--- src/rtl/seg_scan_controller.sv ---
// Time-multiplexed scan controller for a 4-digit common-anode 7-segment display.
// Values are staged in a shadow register and swapped in only at frame boundaries or while dark.
module seg_scan_controller #(
  parameter int CLK_DIV = 50000,
  parameter int DIV_W   = 16
) (
  input  logic        clk,
  input  logic        rst,
  input  logic        enable,
  input  logic        blank_lz,
  input  logic [15:0] value_in,
  input  logic        load,
  output logic        pending,
  output logic        update_done,
  output logic [3:0]  bcd,
  output logic [3:0]  an,
  output logic [1:0]  digit_idx
);

  typedef enum logic {OFF, SCAN} state_t;

  localparam logic [DIV_W-1:0] LAST = DIV_W'(CLK_DIV - 1);

  state_t            state;
  logic [DIV_W-1:0]  prescaler;
  logic [15:0]       display_reg;
  logic [15:0]       shadow_reg;

  logic              tick;
  logic              apply;
  logic [1:0]        next_idx;
  logic [15:0]       next_disp;
  logic [3:0]        next_nib;
  logic              next_blank;

  always_comb begin
    tick      = (state == SCAN) && enable && (prescaler == LAST);
    // While dark there is no frame to tear, so a pending value goes in at once.
    apply     = pending && ((state == OFF) || (tick && digit_idx == 2'd3));
    next_disp = apply ? shadow_reg : display_reg;
    next_idx  = 2'd0;
    if (state == SCAN) next_idx = digit_idx + {1'b0, tick};
    next_nib  = next_disp[{next_idx, 2'b00} +: 4];
    next_blank = 1'b0;
    case (next_idx)
      2'd1:    next_blank = blank_lz && (next_disp[15:4] == 12'h000);
      2'd2:    next_blank = blank_lz && (next_disp[15:8] == 8'h00);
      2'd3:    next_blank = blank_lz && (next_disp[15:12] == 4'h0);
      default: next_blank = 1'b0;
    endcase
  end

  always_ff @(posedge clk or posedge rst) begin
    if (rst) begin
      state       <= OFF;
      prescaler   <= '0;
      display_reg <= '0;
      shadow_reg  <= '0;
      pending     <= 1'b0;
      update_done <= 1'b0;
      digit_idx   <= 2'd0;
      bcd         <= 4'h0;
      an          <= 4'b1111;
    end else begin
      update_done <= apply;
      if (apply) display_reg <= shadow_reg;
      // A load on the swap edge refills the shadow, so pending stays set.
      if (load) begin
        shadow_reg <= value_in;
        pending    <= 1'b1;
      end else if (apply) begin
        pending    <= 1'b0;
      end

      if (enable) begin
        state     <= SCAN;
        prescaler <= (state == SCAN && !tick) ? prescaler + 1'b1 : '0;
        digit_idx <= next_idx;
        bcd       <= next_nib;
        an        <= next_blank ? 4'b1111 : ~(4'b0001 << next_idx);
      end else begin
        state     <= OFF;
        prescaler <= '0;
        digit_idx <= 2'd0;
        bcd       <= 4'h0;
        an        <= 4'b1111;
      end
    end
  end

endmodule

--- config.mk ---
export PLATFORM = sky130hd
export DESIGN_NAME = seg_scan_controller
export DESIGN_NICKNAME = d
export VERILOG_FILES = /design/src/rtl/seg_scan_controller.sv
export SDC_FILE = /design/constraint.sdc
export NUM_CORES = 1
export LEC_CHECK = 0
export BUFFER_PORTS_ARGS = -buffer_cell sky130_fd_sc_hd__buf_4
export CAP_MARGIN = 20
export CORE_MARGIN = 2
export CORE_UTILIZATION = 30
export DETAILED_ROUTE_END_ITERATION = 7
export GPL_TIMING_DRIVEN = 0
export SYNTH_ARGS = -nofsm -noshare
export SYNTH_HDL_FRONTEND = slang
export SYNTH_SLANG_ARGS = --single-unit
--- constraint.sdc ---
create_clock -name clk -period 3 [get_ports clk]
set_input_delay 0.3 -clock clk [delete_from_list [all_inputs] [get_ports clk]]
set_output_delay 0.3 -clock clk [all_outputs]
set_load 0.02 [all_outputs]
==> Yosys cells after proc, flatten, opt, wreduce, memory -nomap -nowiden <==
Index checks and enable logic that the tools add are counted.
{ "word_totals": {"ff_bits": 61, "latchBits": 0, "mem_bits_rw": 0, "romBits": 0, "out_inout_bits": 12, "word_cells": 46, "memories": 0} }
{ "classes": {"n_addsub": 2, "n_mul": 0, "n_div": 0, "order_cmp": 0, "n_eq_ne": 5, "shift": 2, "muxes": 12, "n_bitwise": 2, "n_reduce_logical": 14} }
{ "ops": {"columns": ["operator", "count"], "rows": [
  ["two-way mux 16 bit", 3],
  ["adder 16 x 1 -> 16 bit (second input constant)", 1],
  ["equality test 16 bit (second input constant)", 1],
  ["variable part select 16 x 5 -> 4 bit", 1],
  ["logical NOT 12 bit", 1],
  ["two-way mux 4 bit", 3],
  ["logical AND 1 bit", 8],
  ["logical NOT 8 bit", 1],
  ["equality test 2 bit (second input constant)", 3],
  ["logical NOT 4 bit", 1],
  ["two-way mux 2 bit", 2],
  ["NOT 4 bit", 1],
  ["<< shifter 1 x 2 -> 4 bit (first input constant)", 1],
  ["two-way mux 1 bit", 3],
  ["case mux 1 bit (3 select lines)", 1],
  ["adder 2 x 1 -> 2 bit", 1],
  ["equality test 2 x 1 -> 1 bit (second input constant)", 1],
  ["nonzero test 2 bit", 1],
  ["logical NOT 1 bit", 1],
  ["logical OR 1 bit", 1],
  ["NOT 1 bit", 1]
]} }

==> Logic depth before layout (Yosys ltp) <==
{ "depth": {"ltp_word": 11, "mapped_depth": 11} }

==> Least setup slack after synthesis <==
Ideal clock, no wire load.
{ "synth_timing": {"path_kind": "register to register", "from": "reg prescaler[0]", "to": "reg an[2]", "arrival_time_ps": 2781, "required_ps": 2906, "setup_slack_ps": 125, "path_stages_with_launch": 12, "path_buffers": 1, "path_cell_list": "dfrtp_1 ha_1 nand3_1 or4_4 nor2_1 ha_1 xor2_1 clkbuf_1 maj3_1 nand4_1 mux2i_1 or4_1"} }
{ "synth_via": {"elab_chain_len": 11} }
{ "synth_rtl": {"columns": ["element", "line_no", "source"], "rows": [
  ["start, declared", "25", "logic [DIV_W-1:0] prescaler;"],
  ["start signal, assigned", "77", "prescaler <= (state == SCAN && !tick) ? prescaler + 1'b1 : '0;"],
  ["equality test 16 bit (*)", "37", "tick = (state == SCAN) && enable && (prescaler == LAST);"],
  ["logical AND 1 bit (*)", "37", null],
  ["logical AND 1 bit", "39", "apply = pending && ((state == OFF) || (tick && digit_idx == 2'd3));"],
  ["logical OR 1 bit", "39", null],
  ["logical AND 1 bit", "39", null],
  ["two-way mux 16 bit", null, null],
  ["logical NOT 12 bit (tied with other cells)", "46", "2'd1: next_blank = blank_lz && (next_disp[15:4] == 12'h000);"],
  ["logical AND 1 bit, on equally long branches", "46, 47, 48", null],
  ["case mux 1 bit (3 select lines)", "45", "case (next_idx)"],
  ["two-way mux 4 bit (*)", "80", "an <= next_blank ? 4'b1111 : ~(4'b0001 << next_idx);"],
  ["two-way mux 4 bit (*)", "75", "if (enable) begin"],
  ["end signal, assigned", "80", null],
  ["end, declared", "16", "output logic [3:0] an,"]
]} }
Every way passes the cells marked *; elsewhere a longest branch is shown, timed or not.
A chain may end at the register's enable or synchronous reset.

==> Worst setup path after layout <==
Ends and elaborated chain as after synthesis.

==> out/results.ini <==
[floorplan]
rows = 35
die_x_um = 101
coreArea_mm2 = 0.00920
start_util_pct = 30.8
dieArea_mm2 = 0.0102
die_h_um = 101
ios = 33

[logic_synthesis]
synthMuxAreaShare_pct = 14.5
yosysMostFrequentCell = dfrtp_1
synthAdderAreaFrac_pct = 1.59
async_flop_share_pct = 100
synth_top_family_by_area = simple AND/OR/NAND/NOR gates
netlist_area_mm2 = 0.00283
synth_seq_cells = 61
synth-xor-area-share_pct = 4.95
synthTopCellsByCount = 57 x dfrtp_1, 32 x mux2_2, 19 x nor2_1
yosysTopAreaCell = dfrtp_1
synth_edf_count = 0
synth_compound_area_share_pct = 7.95
synth_nets = 261
ys_warn_count = 0
yosysTopAreaCellShare_pct = 50.4
synth_area_leaders = dfrtp_1 50%, mux2_2 13%, dfstp_2 3.7%
synthSimpleGateAreaFrac_pct = 14.5
ys.flop_type = dfrtp_1
syn_avg_cell_area_um2 = 11.9
synth.distinct_cells = 40
synth-seq-area-share_pct = 54.1
synth_cells = 238

[global_routing]
antenna_found_initial = 0
grt_pass1_wl_um = 10400
grt_overflow = 0
grt_start_max_net_pins = 38
grt.total_usage_pct = 13.0
grt_pass1_vias = 2065

[power_and_ir_drop]
powerDensity_mw_per_mm2 = 511
finalPower_mw = 1.77
peakVddDrop_mv = 0.214
p_leak_nw = 1.43

[finish]
fin_nets = 306
fillers = 926
finalNonFillerCells = 398
drive_above_1_share_pct = 36.2
area_growth_syn_to_layout_pct = 22.5
diodes = 0

[timing]
finalSetupViolations = 0
final.period_utilization_pct = 94.7
rsz0062_at_grt = no
hold_viol = 0
finClkSkew_ns = 0.00675
clock.fmax_mhz = 352
setup_ws_ns = 0.160
maxSlewViolCount = 0
tightest_slew_ns = 0.705
finalCriticalPeriod_ns = 2.84
whs_ns = 0.0206
max_slew_margin_pct = 53.0
tns_ns = 0

[worst_setup_path]
critPathLaunchType = flop
end_kind = flop
crit_fanout = 10
critPathArrivalTime_ns = 3.07
worstPathRequired_ns = 3.23
crit_type = flop to flop

[routing]
vias_per_cell = 4.97
wirelength_um = 5970
first_iter_violations = 63
drtPass1Iterations = 4
ant_nets = 0
drc_errors = 0
vias = 1980
wl_per_cell_um = 15.0

[clock_tree]
clockRootBuffer = clkbuf_8
clk_latency_ns = 0.33
clkTransAtPathRegs_ns = 0.06
cts_max_path_buffers = 2
cts_buffers = 9
tritoncts = built
h-tree-depth = 3
cts.sinks = 61

[placed_design]
pre_cts_ws_ns = -0.453
dp_hpwl_um = 4290
dp_cells = 381
routabilityCongestion = 0.851
io_buffers = 31

[job]
drv_cap = 0

[min_path]
hp-class = input pin to asynchronous set/reset pin

[outcome]
status = complete, no violations

[per-stage QoR]
step | utilization [%] | instance area (um^2)
6_report | 37.7 | 3470
5_1_grt | 37.7 | 3470
3_3_place_gp | 34.8 | 3200
4_1_cts | 37.2 | 3420
2_1_floorplan | - | 2830
3_5_place_dp | 35.0 | 3220
[metal layers]
| layer | wire [um] | global-route usage [%] | vias up |
|---|---|---|---|
| met5 | 0 | 0 | - |
| met2 | 2770 | 19.8 | 36 |
| met4 | 65 | 3.53 | 0 |
| met1 | 2940 | 17.7 | 984 |
| met3 | 193 | 4.62 | 6 |
| li1 | - | - | 954 |
[critical path, stage by stage (launching register included)]
cell     delay, ns
dfrtp_1       0.39
ha_4          0.17
nand3_1       0.10
or4_4         0.47
nor2_4        0.14
ha_2          0.21
xor2_1        0.09
buf_4         0.19
maj3_1        0.33
nand4_1       0.13
mux2i_1       0.09
or4_1         0.44
[worst paths after layout]
check	from	to	slack (ns)	depth (start not counted)
max in group asynchronous	rst	an[1]$_DFF_PP1_	2.33	3
setup / recovery	prescaler[0]$_DFF_PP0_	an[2]$_DFF_PP1_	0.16	11
hold / removal	rst	shadow_reg[15]$_DFFE_PP0P_	0.02	2
setup reg to reg	prescaler[0]$_DFF_PP0_	an[2]$_DFF_PP1_	0.16	11
min in group clk	enable	state$_DFF_PP0_	0.15	1
hold reg to reg	display_reg[1]$_DFF_PP0_	display_reg[1]$_DFF_PP0_	0.50	1
[kinds of logic (layout without fill, tap and decap cells)]
group                    Yosys count  in the layout
buffers and inverters             17             66
AND/OR/NAND/NOR                   74             74
flip-flops                        61             61
AO/OA/AOI/OAI                     29             29
adder cells (fa/ha/maj)            4              4
XOR/XNOR                          16             16
multiplexers                      37             37
[layout make-up]
type	instances	area, um^2	share of cell area (%)
clock inverters	2	10.0	0.288
multi-input cells	160	1290	37.3
clock buffers	13	149	4.29
repair buffers	34	268	7.72
inverters	5	18.8	0.541
flip-flops and latches	61	1530	44.1
well taps	111	139	4.00
plain buffers	12	61.3	1.77
[layout by cell type, fill, tap and decap left out, types with 5 or more instances in the layout]
| master | instances |
|---|---|
| clkbuf_8 | 10 |
| xor2_1 | 11 |
| nor4_1 | 6 |
| dfrtp_1 | 57 |
| mux2_2 | 32 |
| mux2i_1 | 5 |
| xnor2_1 | 5 |
| clkbuf_1 | 7 |
| nand2_1 | 8 |
| buf_4 | 34 |
| nand4_1 | 5 |
| nor2_1 | 18 |
| nand3_1 | 8 |
[power breakdown]
group          total [mW]  internal (mW)  switching, mW
Combinational       0.213          0.117         0.0966
Clock               0.599          0.316          0.283
Sequential          0.961          0.899         0.0615
Total                1.77           1.33          0.441
[timing repair]
| action | 4_1_cts | 5_1_grt |
|---|---|---|
| endpoints found under the setup margin | 7 | 7 |
| resized for setup | 10 | 12 |
| buffers inserted | 2 | 0 |
| pin swaps | 0 | 3 |
| hold buffers | 0 | 0 |
No activity file was read; power rests on OpenSTA's default activity.
